File: config.mk
export PLATFORM = sky130hd
export DESIGN_NAME = vector_alu_sequencer
export DESIGN_NICKNAME = d
export VERILOG_FILES = /design/src/rtl/vector_alu_sequencer.sv
export SDC_FILE = /design/constraint.sdc
export NUM_CORES = 1
export LEC_CHECK = 0
export BUFFER_PORTS_ARGS = -buffer_cell sky130_fd_sc_hd__buf_2
export CORE_MARGIN = 5
export CORE_UTILIZATION = 39
export CTS_CLUSTER_SIZE = 16
export DETAILED_ROUTE_END_ITERATION = 8
export PLACE_DENSITY = 0.71
export SYNTH_ARGS = -nofsm -noshare
export SYNTH_HDL_FRONTEND = slang
export SYNTH_SLANG_ARGS = --single-unit
File: constraint.sdc
create_clock -name i_clk -period 4.5 [get_ports i_clk]
set_input_delay 0.675 -clock i_clk [delete_from_list [all_inputs] [get_ports i_clk]]
set_output_delay 0.675 -clock i_clk [all_outputs]
set_load 0.05 [all_outputs]
File: src/rtl/vector_alu_sequencer.sv
// vector_alu_sequencer
//
// Purpose: steps one vector arithmetic instruction through a 32-bit vector
// ALU slice, one register word at a time. Each word goes through three
// states: READ (issue VRF reads), EXEC (drive the ALU and capture the
// result), and WRITE (write back under per-byte lane enables). It keeps a
// sticky saturation flag and pulses o_done when the instruction retires.
//
// Ports:
//   i_clk, i_rst_n             clock, asynchronous active-low reset
//   i_start / o_ready          instruction handshake (accepted in IDLE only)
//   i_funct6, i_sew, i_vl      operation, element width, active element count
//   i_vm, i_v0                 mask enable (1 = unmasked) and mask bits
//   i_vs1, i_vs2, i_vd         source and destination register indices
//   i_rs1, i_use_scalar        scalar operand and vx-form select
//   o_rf_raddr1/2, i_rf_rdata1/2   VRF reads, data one cycle after address
//   o_rf_we/waddr/wdata/wbe    VRF write port with byte enables
//   o_alu_*, i_alu_result      ALU operands, lane controls and result
//   i_alu_no_ovf               ALU reports no lane overflowed
//   o_done                     one-cycle completion pulse
//   o_vxsat, i_vxsat_clr       sticky saturation flag and its clear
//
// Optional feature: define VPU_SCALAR_OPERAND_EN to let the latched
// i_use_scalar replace the vs1 word with i_rs1 replicated at SEW width.
// Without it, i_rs1 and i_use_scalar are ignored.

module vector_alu_sequencer #(
  parameter int VLEN = 128,
  parameter int NW   = VLEN / 32,
  parameter int VLW  = $clog2(VLEN / 8) + 1
) (
  input  logic                      i_clk,
  input  logic                      i_rst_n,
  input  logic                      i_start,
  output logic                      o_ready,
  input  logic [5:0]                i_funct6,
  input  logic [1:0]                i_sew,
  input  logic [VLW-1:0]            i_vl,
  input  logic                      i_vm,
  input  logic [VLEN/8-1:0]         i_v0,
  input  logic [4:0]                i_vs1,
  input  logic [4:0]                i_vs2,
  input  logic [4:0]                i_vd,
  input  logic [31:0]               i_rs1,
  input  logic                      i_use_scalar,
  output logic [5+$clog2(NW)-1:0]   o_rf_raddr1,
  output logic [5+$clog2(NW)-1:0]   o_rf_raddr2,
  input  logic [31:0]               i_rf_rdata1,
  input  logic [31:0]               i_rf_rdata2,
  output logic                      o_rf_we,
  output logic [5+$clog2(NW)-1:0]   o_rf_waddr,
  output logic [31:0]               o_rf_wdata,
  output logic [3:0]                o_rf_wbe,
  output logic [31:0]               o_alu_in1,
  output logic [31:0]               o_alu_in2,
  output logic                      o_alu_8bits,
  output logic                      o_alu_16bits,
  output logic [3:0]                o_alu_masks,
  output logic [5:0]                o_alu_funct6,
  input  logic [31:0]               i_alu_result,
  input  logic                      i_alu_no_ovf,
  output logic                      o_done,
  output logic                      o_vxsat,
  input  logic                      i_vxsat_clr
);

  localparam int WB   = $clog2(NW);
  localparam int AW   = 5 + WB;
  localparam int CW   = VLW + 1;
  localparam int TBW  = VLW + 2;
  localparam int EW   = CW + 2;
  localparam int V0W  = VLEN / 8;
  localparam int V0IW = $clog2(V0W);

  typedef enum logic [2:0] {
    S_IDLE,
    S_READ,
    S_EXEC,
    S_WRITE,
    S_DONE
  } state_t;

  state_t           r_state;
  state_t           w_stateNext;

  logic [5:0]       r_funct6;
  logic [1:0]       r_sew;
  logic [VLW-1:0]   r_vl;
  logic             r_vm;
  logic [V0W-1:0]   r_v0;
  logic [4:0]       r_vs1;
  logic [4:0]       r_vs2;
  logic [4:0]       r_vd;
  logic [CW-1:0]    r_w;
  logic [CW-1:0]    r_nwords;
  logic [31:0]      r_wdata;
  logic             r_vxsat;

  logic             w_accept;
  logic             w_more;
  logic             w_vxsatSet;
  logic [TBW-1:0]   w_totalBytes;
  logic [CW-1:0]    w_nwords;
  logic [3:0]       w_be;
  logic [31:0]      w_op2;
  logic [AW-1:0]    w_wordAddr;

  assign w_accept   = (r_state == S_IDLE) && i_start;
  assign w_more     = (r_w + CW'(1)) < r_nwords;
  assign w_wordAddr = AW'(r_w) & AW'(NW - 1);

  // The word count is ceil(vl * bytes(sew) / 4). SEW code 11 is treated as 32 bits.
  always_comb begin
    case (i_sew)
      2'b00:   w_totalBytes = TBW'(i_vl);
      2'b01:   w_totalBytes = TBW'({i_vl, 1'b0});
      default: w_totalBytes = TBW'({i_vl, 2'b00});
    endcase
  end

  assign w_nwords = CW'((w_totalBytes + TBW'(3)) >> 2);

  // Byte enables for the current word. Each byte maps to its element, so all
  // bytes of one element share the same enable.
  always_comb begin
    logic [EW-1:0] byteIdx;
    logic [EW-1:0] elemIdx;
    w_be = '0;
    for (int b = 0; b < 4; b++) begin
      byteIdx = {r_w, 2'(b)};
      case (r_sew)
        2'b00:   elemIdx = byteIdx;
        2'b01:   elemIdx = byteIdx >> 1;
        default: elemIdx = byteIdx >> 2;
      endcase
      w_be[b] = (elemIdx < EW'(r_vl)) &&
                (r_vm || ((elemIdx < EW'(V0W)) && r_v0[elemIdx[V0IW-1:0]]));
    end
  end

`ifdef VPU_SCALAR_OPERAND_EN
  logic [31:0] r_rs1;
  logic        r_useScalar;

  // Scalar operand is captured with the rest of the instruction.
  always_ff @(posedge i_clk or negedge i_rst_n) begin
    if (!i_rst_n) begin
      r_rs1       <= '0;
      r_useScalar <= 1'b0;
    end else if (w_accept) begin
      r_rs1       <= i_rs1;
      r_useScalar <= i_use_scalar;
    end
  end

  // In the vx form the vs1 read still happens, but its data is replaced by
  // the scalar replicated across every lane.
  always_comb begin
    w_op2 = i_rf_rdata1;
    if (r_useScalar) begin
      case (r_sew)
        2'b00:   w_op2 = {4{r_rs1[7:0]}};
        2'b01:   w_op2 = {2{r_rs1[15:0]}};
        default: w_op2 = r_rs1;
      endcase
    end
  end
`else
  logic w_unused;
  assign w_unused = ^{i_rs1, i_use_scalar};
  assign w_op2    = i_rf_rdata1;
`endif

  // State register. A reset aborts any instruction in flight.
  always_ff @(posedge i_clk or negedge i_rst_n) begin
    if (!i_rst_n) begin
      r_state <= S_IDLE;
    end else begin
      r_state <= w_stateNext;
    end
  end

  // Next state and outputs. Data-path outputs are forced to zero outside the
  // states that use them, so idle and reset values are clean.
  always_comb begin
    w_stateNext  = r_state;
    o_ready      = 1'b0;
    o_done       = 1'b0;
    o_rf_we      = 1'b0;
    o_rf_raddr1  = '0;
    o_rf_raddr2  = '0;
    o_rf_waddr   = '0;
    o_rf_wdata   = '0;
    o_rf_wbe     = '0;
    o_alu_in1    = '0;
    o_alu_in2    = '0;
    o_alu_8bits  = 1'b0;
    o_alu_16bits = 1'b0;
    o_alu_masks  = '0;
    case (r_state)
      S_IDLE: begin
        o_ready = 1'b1;
        if (i_start) begin
          w_stateNext = (i_vl == '0) ? S_DONE : S_READ;
        end
      end
      S_READ: begin
        o_rf_raddr1 = (AW'(r_vs1) << WB) | w_wordAddr;
        o_rf_raddr2 = (AW'(r_vs2) << WB) | w_wordAddr;
        w_stateNext = S_EXEC;
      end
      S_EXEC: begin
        o_alu_in1    = i_rf_rdata2;
        o_alu_in2    = w_op2;
        o_alu_8bits  = (r_sew == 2'b00);
        o_alu_16bits = (r_sew == 2'b01);
        o_alu_masks  = w_be;
        w_stateNext  = S_WRITE;
      end
      S_WRITE: begin
        o_rf_we     = 1'b1;
        o_rf_waddr  = (AW'(r_vd) << WB) | w_wordAddr;
        o_rf_wdata  = r_wdata;
        o_rf_wbe    = w_be;
        w_stateNext = w_more ? S_READ : S_DONE;
      end
      S_DONE: begin
        o_done      = 1'b1;
        w_stateNext = S_IDLE;
      end
      default: w_stateNext = S_IDLE;
    endcase
  end

  // Instruction latch, word counter and write-data register.
  always_ff @(posedge i_clk or negedge i_rst_n) begin
    if (!i_rst_n) begin
      r_funct6 <= '0;
      r_sew    <= '0;
      r_vl     <= '0;
      r_vm     <= 1'b0;
      r_v0     <= '0;
      r_vs1    <= '0;
      r_vs2    <= '0;
      r_vd     <= '0;
      r_w      <= '0;
      r_nwords <= '0;
      r_wdata  <= '0;
    end else begin
      if (w_accept) begin
        r_funct6 <= i_funct6;
        r_sew    <= i_sew;
        r_vl     <= i_vl;
        r_vm     <= i_vm;
        r_v0     <= i_v0;
        r_vs1    <= i_vs1;
        r_vs2    <= i_vs2;
        r_vd     <= i_vd;
        r_w      <= '0;
        r_nwords <= w_nwords;
      end
      if (r_state == S_EXEC) begin
        r_wdata <= i_alu_result;
      end
      if ((r_state == S_WRITE) && w_more) begin
        r_w <= r_w + CW'(1);
      end
    end
  end

  // Saturation only counts for saturating ops (funct6[5]) on words with at
  // least one enabled lane. A set wins over a simultaneous clear.
  assign w_vxsatSet = (r_state == S_EXEC) && r_funct6[5] && !i_alu_no_ovf && (w_be != 4'b0000);

  always_ff @(posedge i_clk or negedge i_rst_n) begin
    if (!i_rst_n) begin
      r_vxsat <= 1'b0;
    end else if (w_vxsatSet) begin
      r_vxsat <= 1'b1;
    end else if (i_vxsat_clr) begin
      r_vxsat <= 1'b0;
    end
  end

  assign o_vxsat      = r_vxsat;
  assign o_alu_funct6 = r_funct6;

endmodule

==> results_dict.tcl, run 1 <==
set metrics [dict create \
    cp_max_fo 23 \
    synth_edf_count 0 \
    critical_path.slowest_cell "dfrtp_1" \
    die-area_mm2 0.0177 \
    ys_ff_latch 92 \
    hold_viol 0 \
    start_util 0.393 \
    drc 0 \
    synth_flop_cell "dfrtp_1" \
    routed_via_density 5.06 \
    core_mm2 0.0150 \
    htreeDepth 3 \
    path_cells "mux2i_1 -> o21ai_1 -> ha_1 -> nand2_1 -> o21ai_0 -> a221o_1 -> nor2_1 -> buf_2" \
    syn2layout_area_growth_pct 29.6 \
    clkTransAtPathRegs_ns 0.07 \
    outcome "finished clean" \
    multi_input_area_mm2 0.00327 \
    place.gp.congestion 0.919 \
    fin_nets 1192 \
    fin_util 0.509 \
    cts_tree "done" \
    syn-mean-instance-area_um2 7.75 \
    grt_pass1_wl_um 30700 \
    grt-ovfl-total 0 \
    peakVddDrop_mv 0.443 \
    synth_area_mm2 0.00590 \
    finalCritPeriodShare 0.892 \
    die_h_um 133 \
    clock_path_buffers 2 \
    num_antenna_cells 0 \
    numCtsBuffers 9 \
    numClockSinks 92 \
    hpwl_um 14400 \
    maxSlewHeadroom 0.287 \
    rows 45 \
    fin_tns_setup_ns 0 \
    p_leak_nw 4.41 \
    arrival_ns 3.34 \
    antenna_found_initial 0 \
    worstMarginPinSlew_ns 1.07 \
    clockRootBuffer "clkbuf_16" \
    grt_start_max_net_pins 75 \
    drt-initial-drc-count 363 \
    async_flop_share 1.00 \
    synthCells 762 \
    clk_latency_ns 0.35 \
    cp.required_ns 3.83 \
    worst_setup_path_end_kind "output port" \
    yosysWarnings 0 \
    crit_path_start_kind "flip-flop" \
    vias 6043 \
    routed_wl_um 19300 \
    wl_per_cell_um 16.1 \
    setup_violations 0 \
    cts_resized 0 \
    p_total_mw 6.74 \
    grt_pass1_vias 5730 \
    cts_hold_buf 0 \
    io_buffers 282 \
    max_cap_viol_count 0 \
    fin_worst_skew_ns 0.0101 \
    synth_nets 951 \
    fmax_mhz 249 \
    floorplan.io_pins 316 \
    num-fill-cells 1493 \
    period_needed_ns 4.01 \
    dieWidth_um 133 \
    synth_cell_types 68 \
    rsz0062_at_grt "no" \
    finalMaxSlewViolations 0 \
    first_pass_iters 5 \
    slowest_delay_ns 0.81 \
    detail-route-antenna-nets 0 \
    grtUsageTotal 0.211 \
    synth-seq-area-share 0.390 \
    post_cts_buffers 0 \
    powerDensity_mw_per_mm2 881 \
    hp-class "in -> async" \
    regArea_mm2 0.00230 \
    layout-drive-gt1-share 0.319 \
    crit_type "reg -> out" \
]
## cells in the final DEF, fill, tap and decap left out, drive strengths merged, types with 2 or more instances in the layout
cell type / count
a22oi: 6
nor2: 25
a211oi: 6
and3b: 2
mux2i: 9
buf: 292
xnor2: 6
a21boi: 2
inv: 18
and3: 66
a41oi: 2
o211ai: 6
a21o: 4
nand3: 16
o2111ai: 2
ha: 10
nor3b: 5
o21a: 3
dfrtp: 92
nor4b: 2
o21ai: 27
a21oi: 25
clkbuf: 10
nor3: 4
a31oi: 3
nand4b: 2
nand2: 245
mux2: 6
nand2b: 12
and2: 56
nor2b: 6
a32oi: 2
nand3b: 8
o2bb2ai: 3
a2111oi: 2
## where the power goes
part           switching [mW]  leakage [nW]  internal, mW
sequential              0.336          1.15          1.21
clock                   0.326         0.139         0.431
combinational            3.17          3.12          1.27
total                    3.83          4.41          2.91
## registers in the layout (all words and copies together) (netlist names)
| register | cells |
|---|---|
| r_state | 3 |
| r_v0 | 16 |
| r_vm | 1 |
| r_wdata | 32 |
| r_nwords | 5 |
| r_w | 6 |
| r_sew | 2 |
| o_vxsat | 1 |
| r_vd | 5 |
| r_vs1 | 5 |
| o_alu_funct6 | 6 |
| r_vl | 5 |
| r_vs2 | 5 |
## kinds of logic after synthesis
kind of cell | synth area share
AOI/OAI and AO/OA | 0.116
xor gates and xnor gates | 0.0104
muxes | 0.0305
and+or+nand+nor | 0.375
DFF | 0.390
adders and majority gates | 0.0212
buffers and inverters | 0.0570
## Yosys cell counts, types with 2 or more instances
master     instances  area (um^2)
buf_4              5         37.5
o211ai_1           6         45.0
o21ai_0           20          100
buf_6              2         22.5
nand4b_1           2         17.5
mux2i_1            9         90.1
nor2b_1            6         37.5
nor4b_1            2         17.5
buf_2              8         40.0
ha_1              10          125
buf_1              4         15.0
a32oi_1            2         17.5
a211oi_1           6         45.0
nand2b_1          12         75.1
dfrtp_1           92         2300
a22oi_1            6         45.0
mux2_2             3         33.8
inv_1             15         56.3
nor2_1            25         93.8
o21ai_1            6         30.0
clkbuf_1          43          161
nand3_1           16         80.1
o2bb2ai_1          3         26.3
and3_1            66          413
nor3b_1            4         30.0
xnor2_1            6         52.6
a21oi_1           25          125
o2111ai_1          2         17.5
a31oi_1            3         18.8
mux2_1             3         33.8
nand3b_1           8         60.1
nand2_1          245          920
and2_1            54          338
a21o_1             4         30.0
nor3_1             4         20.0
o21a_1             3         22.5
## worst max-delay path: cells and delay by family (launching register included)
| kind | cells | cell delay, ns |
|---|---|---|
| adders and majority gates | 1 | 0.37 |
| DFF | 1 | 0.81 |
| buffers and inverters | 1 | 0.29 |
| and+or+nand+nor | 2 | 0.23 |
| AOI/OAI and AO/OA | 3 | 1.15 |
| muxes | 1 | 0.16 |
## cell type report
class	instances	share of cell area
repair buffers	292	0.195
multi-input cells	592	0.428
flip-flops and latches	92	0.301
inverters	16	0.00785
clock buffers	10	0.0299
clock inverters	5	0.00785
well taps	188	0.0308
## per-stage QoR
stage	setup WS, ns	instances	cell area [um^2]	hold slack, ns
after CTS	0.484	1195	7650	0.448
after global placement	0.876	1180	7360	0.449
after detailed placement	0.860	1180	7360	0.454
after floorplan	0.962	762	5900	0.379
final	0.485	1195	7650	0.419
after global routing	0.210	1195	7650	0.485
## worst paths after layout
kind                                      endpoint                    from  slack, ns  cells past startpoint
hold / removal                 r_v0[6]$_DFFE_PN0P_                 i_rst_n       0.42                      1
setup / recovery                    o_alu_masks[0]    r_sew[0]$_DFFE_PN0P_       0.49                      8
max in group asynchronous  r_nwords[1]$_DFFE_PN0P_                 i_rst_n       3.18                      2
hold reg to reg               r_vs1[2]$_DFFE_PN0P_    r_vs1[2]$_DFFE_PN0P_       0.47                      2
setup reg to reg                r_w[4]$_DFFE_PN0P_  r_state[0]$_DFFE_PN0P_       1.53                      4
min in group i_clk            r_vs1[2]$_DFFE_PN0P_    r_vs1[2]$_DFFE_PN0P_       0.47                      2
## routing by layer
metal	GRT usage	vias up	part of all wire
met2	0.328	206	0.48
met4	0.0485	0	0.011
met5	0	-	0
met1	0.291	2805	0.44
li1	-	3016	-
met3	0.0608	16	0.077
No activity file was read; power rests on OpenSTA's default activity.
==> run 2, diff against run 1 <==
Settings changed: RECOVER_POWER from default to 50.
Clock period 4.5 ns to 4.1 ns, I/O delays scaled along.
==> run 2 against run 1 <==
The flow now finishes with violations (capacitance limit, slew limit); combinational power grew 10%; setup slack lost 0.12 ns; routed wire length grew 0.36%.
==> results_dict.tcl, run 2 (synthesis gave the netlist of run 1 again) <==
set metrics [dict create \
    hp-class "in -> reg" \
    endpoint "o_alu_masks[2]" \
    largest_reg_flops 32 \
    grt-ovfl-total 0 \
    drt-initial-drc-count 365 \
    numClockSinks 92 \
    syn2layout_area_growth_pct 30.0 \
    rows 45 \
    largestRegisters "r_wdata x32, r_v0 x16" \
    hold_slack_ns 0.457 \
    clkTransAtPathRegs_ns 0.06 \
    fin_tns_setup_ns 0 \
    path_cells "nor3b_2 -> a22oi_1 -> and4b_1 -> a211o_1 -> a2111o_1 -> nor2_1 -> buf_2" \
    ff2ff_path_depth 5 \
    cts_resized 0 \
    slowest_delay_ns 0.70 \
    dieWidth_um 133 \
    violations "capacitance limit, slew limit" \
    regArea_mm2 0.00230 \
    crit_cells 7 \
    maxSlewHeadroom -0.407 \
    numCtsBuffers 9 \
    wl_per_cell_um 16.1 \
    worst-path-buf-inv 1 \
    setup_violations 0 \
    max_flop_register "r_wdata" \
    io_buffers 282 \
    num_antenna_cells 0 \
    crit_path_start "r_w[0]$_DFFE_PN0P_" \
    grtUsageTotal 0.213 \
    post_cts_buffers 0 \
    die-area_mm2 0.0177 \
    layout-drive-gt1-share 0.308 \
    rsz0062_at_grt "no" \
    finalMaxSlewViolations 83 \
    clk_latency_ns 0.34 \
    arrival_ns 3.12 \
    floorplan.io_pins 316 \
    grt_start_max_net_pins 68 \
    final_common_cell "buf_2" \
    critical_path.slowest_cell "dfrtp_1" \
    r2r_slack_ns 0.74 \
    fmax_mhz 267 \
    multi_input_area_mm2 0.00327 \
    powerDensity_mw_per_mm2 969 \
    clock_path_buffers 2 \
    htreeDepth 3 \
    path_delay_family "compound AO/OA/AOI/OAI gates" \
    fin_nets 1199 \
    routed_wl_um 19300 \
    crit_type "reg -> out" \
    detail-route-antenna-nets 0 \
    worstMarginPinSlew_ns 2.11 \
    layout_common_cells "272 x buf_2, 245 x nand2_1, 92 x dfrtp_1, 66 x and3_1, 53 x and2_1" \
    cp_max_fo 27 \
    core_mm2 0.0150 \
    start_util 0.393 \
    r2r-end "r_v0[7]$_DFFE_PN0P_" \
    outcome "finished, violations left" \
    routed_via_density 5.05 \
    vias 6060 \
    crit_path_start_kind "flip-flop" \
    period_needed_ns 3.74 \
    first_pass_iters 4 \
    peakVddDrop_mv 0.532 \
    max_cap_viol_count 5 \
    die_h_um 133 \
    p_leak_nw 4.40 \
    dp_cells 1187 \
    antenna_found_initial 0 \
    rr_startpoint "r_state[0]$_DFFE_PN0P_" \
    place.gp.congestion 0.899 \
    fin_util 0.510 \
    clockRootBuffer "clkbuf_16" \
    drc 0 \
    num-fill-cells 1481 \
    hpwl_um 14800 \
    fin_worst_skew_ns 0.00422 \
    cp.required_ns 3.48 \
    finalCritPeriodShare 0.912 \
    cts_tree "done" \
    final_cell_count_no_fill 1201 \
    hold_viol 0 \
    cts_hold_buf 0 \
    p_total_mw 7.43 \
    worst_setup_path_end_kind "output port" \
    grt_pass1_wl_um 30900 \
    grt_pass1_vias 6002 \
]
-- run 2: worst min-delay path by stage --
stage	startpoint	to	slack (ns)	depth (start not counted)
floorplan	i_rst_n	o_alu_funct6[0]$_DFFE_PN0P_	0.32	0
global placement	r_wdata[30]$_DFFE_PN0P_	r_wdata[30]$_DFFE_PN0P_	0.45	2
detailed placement	r_vs2[2]$_DFFE_PN0P_	r_vs2[2]$_DFFE_PN0P_	0.45	2
CTS	i_rst_n	r_v0[4]$_DFFE_PN0P_	0.25	1
global route	i_alu_result[6]	r_wdata[6]$_DFFE_PN0P_	0.45	3
finish	i_alu_result[13]	r_wdata[13]$_DFFE_PN0P_	0.46	3
-- run 2: layer usage --
metal  share of wire  track usage  vias up
li1                -            -     3026
met1            0.46        0.291     2857
met2            0.47        0.333      160
met3           0.060       0.0578       17
met4           0.012       0.0577        0
met5               0            0        -
-- run 2: through the flow --
stage          worst slack (ns)  cell area (um^2)
2_1_floorplan             0.622              5900
4_1_cts                   0.379              7700
3_5_place_dp              0.759              7410
5_1_grt                   0.118              7670
3_3_place_gp              0.756              7410
6_report                  0.360              7670
-- run 2: cell type report --
type / count / share of cell area
clock inverter: 2 / 0.00457
sequential: 92 / 0.300
clock buffer: 12 / 0.0334
multi-input combinational: 592 / 0.426
inverter: 16 / 0.00783
tap: 188 / 0.0307
timing repair buffer: 299 / 0.197
-- run 2: where the power goes --
part           internal (mW)  leakage [nW]  switching [mW]
Combinational           1.41          3.11            3.48
Clock                  0.498         0.145           0.328
Sequential              1.33          1.15           0.384
-- run 2: worst min-delay path, stage by stage --
cell	delay, ns
buf_2	0.07
nand2_1	0.04
nand2_1	0.04
==> run 3, diff against run 2 <==
Settings changed: PLACE_DENSITY 0.71 to 0.68.
==> run 3 against run 2 <==
The run still ends with capacitance limit, slew limit left; core utilization barely moved; first-iteration DRC count fell by 4.9%; setup slack improved by 0.032 ns; power rose by 0.44%; clock-buffer cell count fell by 3; cell count barely moved; sequential share of layout area barely moved; critical endpoint unchanged.
==> results_dict.tcl, run 3 (synthesis gave the netlist of run 1 again) <==
set metrics [dict create \
    crit_path_start_kind "flip-flop" \
    clockRootBuffer "clkbuf_16" \
    ff2ff_path_depth 5 \
    hold_slack_ns 0.447 \
    finalMaxSlewViolations 120 \
    num-fill-cells 1523 \
    die_h_um 133 \
    busiest_layer "met2" \
    antenna_found_initial 0 \
    outcome "finished, violations left" \
    grt_start_max_net_pins 75 \
    fin_tns_setup_ns 0 \
    finalCritPeriodShare 0.904 \
    num_antenna_cells 0 \
    place.gp.congestion 0.927 \
    numClockSinks 92 \
    clk_latency_ns 0.35 \
    routed_via_density 4.97 \
    r2r_slack_ns 0.83 \
    r2r-end "r_nwords[3]$_DFFE_PN0P_" \
    clock_path_buffers 2 \
    rr_startpoint "r_state[1]$_DFFE_PN0P_" \
    grtUsageMet2 0.323 \
    setup_ws_ns 0.393 \
    grtUsageTotal 0.208 \
    cp.required_ns 3.48 \
    cts_tree "done" \
    core_mm2 0.0150 \
    drt-initial-drc-count 347 \
    die-area_mm2 0.0177 \
    maxSlewHeadroom -0.528 \
    peakVddDrop_mv 0.541 \
    violations "capacitance limit, slew limit" \
    arrival_ns 3.09 \
    worstMarginPinSlew_ns 2.29 \
    htreeDepth 3 \
    start_util 0.393 \
    dieWidth_um 133 \
    powerDensity_mw_per_mm2 974 \
    largest_reg_flops 32 \
    worst_setup_path_end_kind "output port" \
    grt-ovfl-total 0 \
    final_common_cell "buf_2" \
    use_met1 0.274 \
    setup_violations 0 \
    grt_pass1_wl_um 30100 \
    wl_per_cell_um 15.9 \
    whs_path_depth 3 \
    cp_max_fo 13 \
    period_needed_ns 3.71 \
    drc 0 \
    clkTransAtPathRegs_ns 0.07 \
    max_cap_viol_count 2 \
    fin_nets 1198 \
    vias 5975 \
    numCtsBuffers 9 \
    use_met3 0.0795 \
    largestRegisters "r_wdata x32, r_v0 x16" \
    rows 45 \
    floorplan.io_pins 316 \
    worstHoldEndpoint "r_wdata[18]$_DFFE_PN0P_" \
    stdcell_area_mm2 0.00767 \
    p_leak_nw 4.36 \
    first_pass_iters 5 \
    pre_cts_ws_ns 0.629 \
    cts_hold_buf 0 \
    crit_type "reg -> out" \
    layout_common_cells "259 x buf_2, 245 x nand2_1, 91 x dfrtp_1, 66 x and3_1, 53 x and2_1" \
    routed_wl_um 19100 \
    layout-drive-gt1-share 0.300 \
    hold_viol 0 \
    io_buffers 282 \
    fin_worst_skew_ns 0.00619 \
    fmax_mhz 270 \
    grt_pass1_vias 5638 \
    max_flop_register "r_wdata" \
    hpwl_um 14200 \
    min-delay-start "i_alu_result[18]" \
    syn2layout_area_growth_pct 29.9 \
    dpl_cell_area_mm2 0.00740 \
    detail-route-antenna-nets 0 \
    rsz0062_at_grt "no" \
    hp-class "in -> reg" \
]
-- run 3: critical path, cell delays in order (launching register included) --
cell and delay [ns]:
dfrtp_1 0.57, buf_4 0.27, nor3b_2 0.33, nor2_1 0.16, ha_1 0.25, nand3b_1 0.17
o2111ai_1 0.11, a21boi_0 0.13, a2111o_1 0.36, nor2_1 0.12, buf_2 0.27
-- run 3: layout make-up --
cell class,count,area (um^2),share of cell area
Sequential cell,92,2300,0.300
Clock buffer,9,225,0.0294
Tap cell,188,235,0.0307
Multi-Input combinational cell,592,3270,0.427
Inverter,16,60.1,0.00783
Clock inverter,7,82.6,0.0108
Timing Repair Buffer,298,1490,0.194
-- run 3: per-layer routing --
layer,vias up,wire length [um]
met2,189,9050
met5,-,0
li1,3030,-
met3,14,1670
met4,0,202
met1,2742,8180
-- run 3: power by group --
part | switching, mW | internal (mW) | total (mW)
clock | 0.390 | 0.483 | 0.872
sequential | 0.367 | 1.33 | 1.70
combinational | 3.49 | 1.40 | 4.89
-- run 3: worst max-delay path by stage --
stage                         start  slack [ns]        endpoint  cells after the start
2_1_floorplan  r_sew[1]$_DFFE_PN0P_        0.62  o_alu_masks[2]                     10
5_1_grt        r_sew[1]$_DFFE_PN0P_        0.17     o_rf_wbe[2]                      9
3_5_place_dp   r_sew[1]$_DFFE_PN0P_        0.63  o_alu_masks[2]                      9
3_3_place_gp   r_sew[1]$_DFFE_PN0P_        0.67  o_alu_masks[2]                      9
6_report       r_sew[0]$_DFFE_PN0P_        0.39  o_alu_masks[2]                     10
4_1_cts        r_sew[1]$_DFFE_PN0P_        0.23  o_alu_masks[2]                      9
-- run 3: timing repair --
action                                  in CTS  in global routing
gates resized for setup                      0                  1
setup buffers                                0                  0
endpoints found under the setup margin       0                  4
-- run 3: stage by stage --
stage          power [mW]  cells  utilization
4_1_cts              7.52   1202        0.513
3_3_place_gp         6.56   1186        0.493
3_5_place_dp         6.62   1186        0.493
5_1_grt              7.99   1202        0.510
6_report             7.47   1202        0.510
2_1_floorplan        5.44    762            -
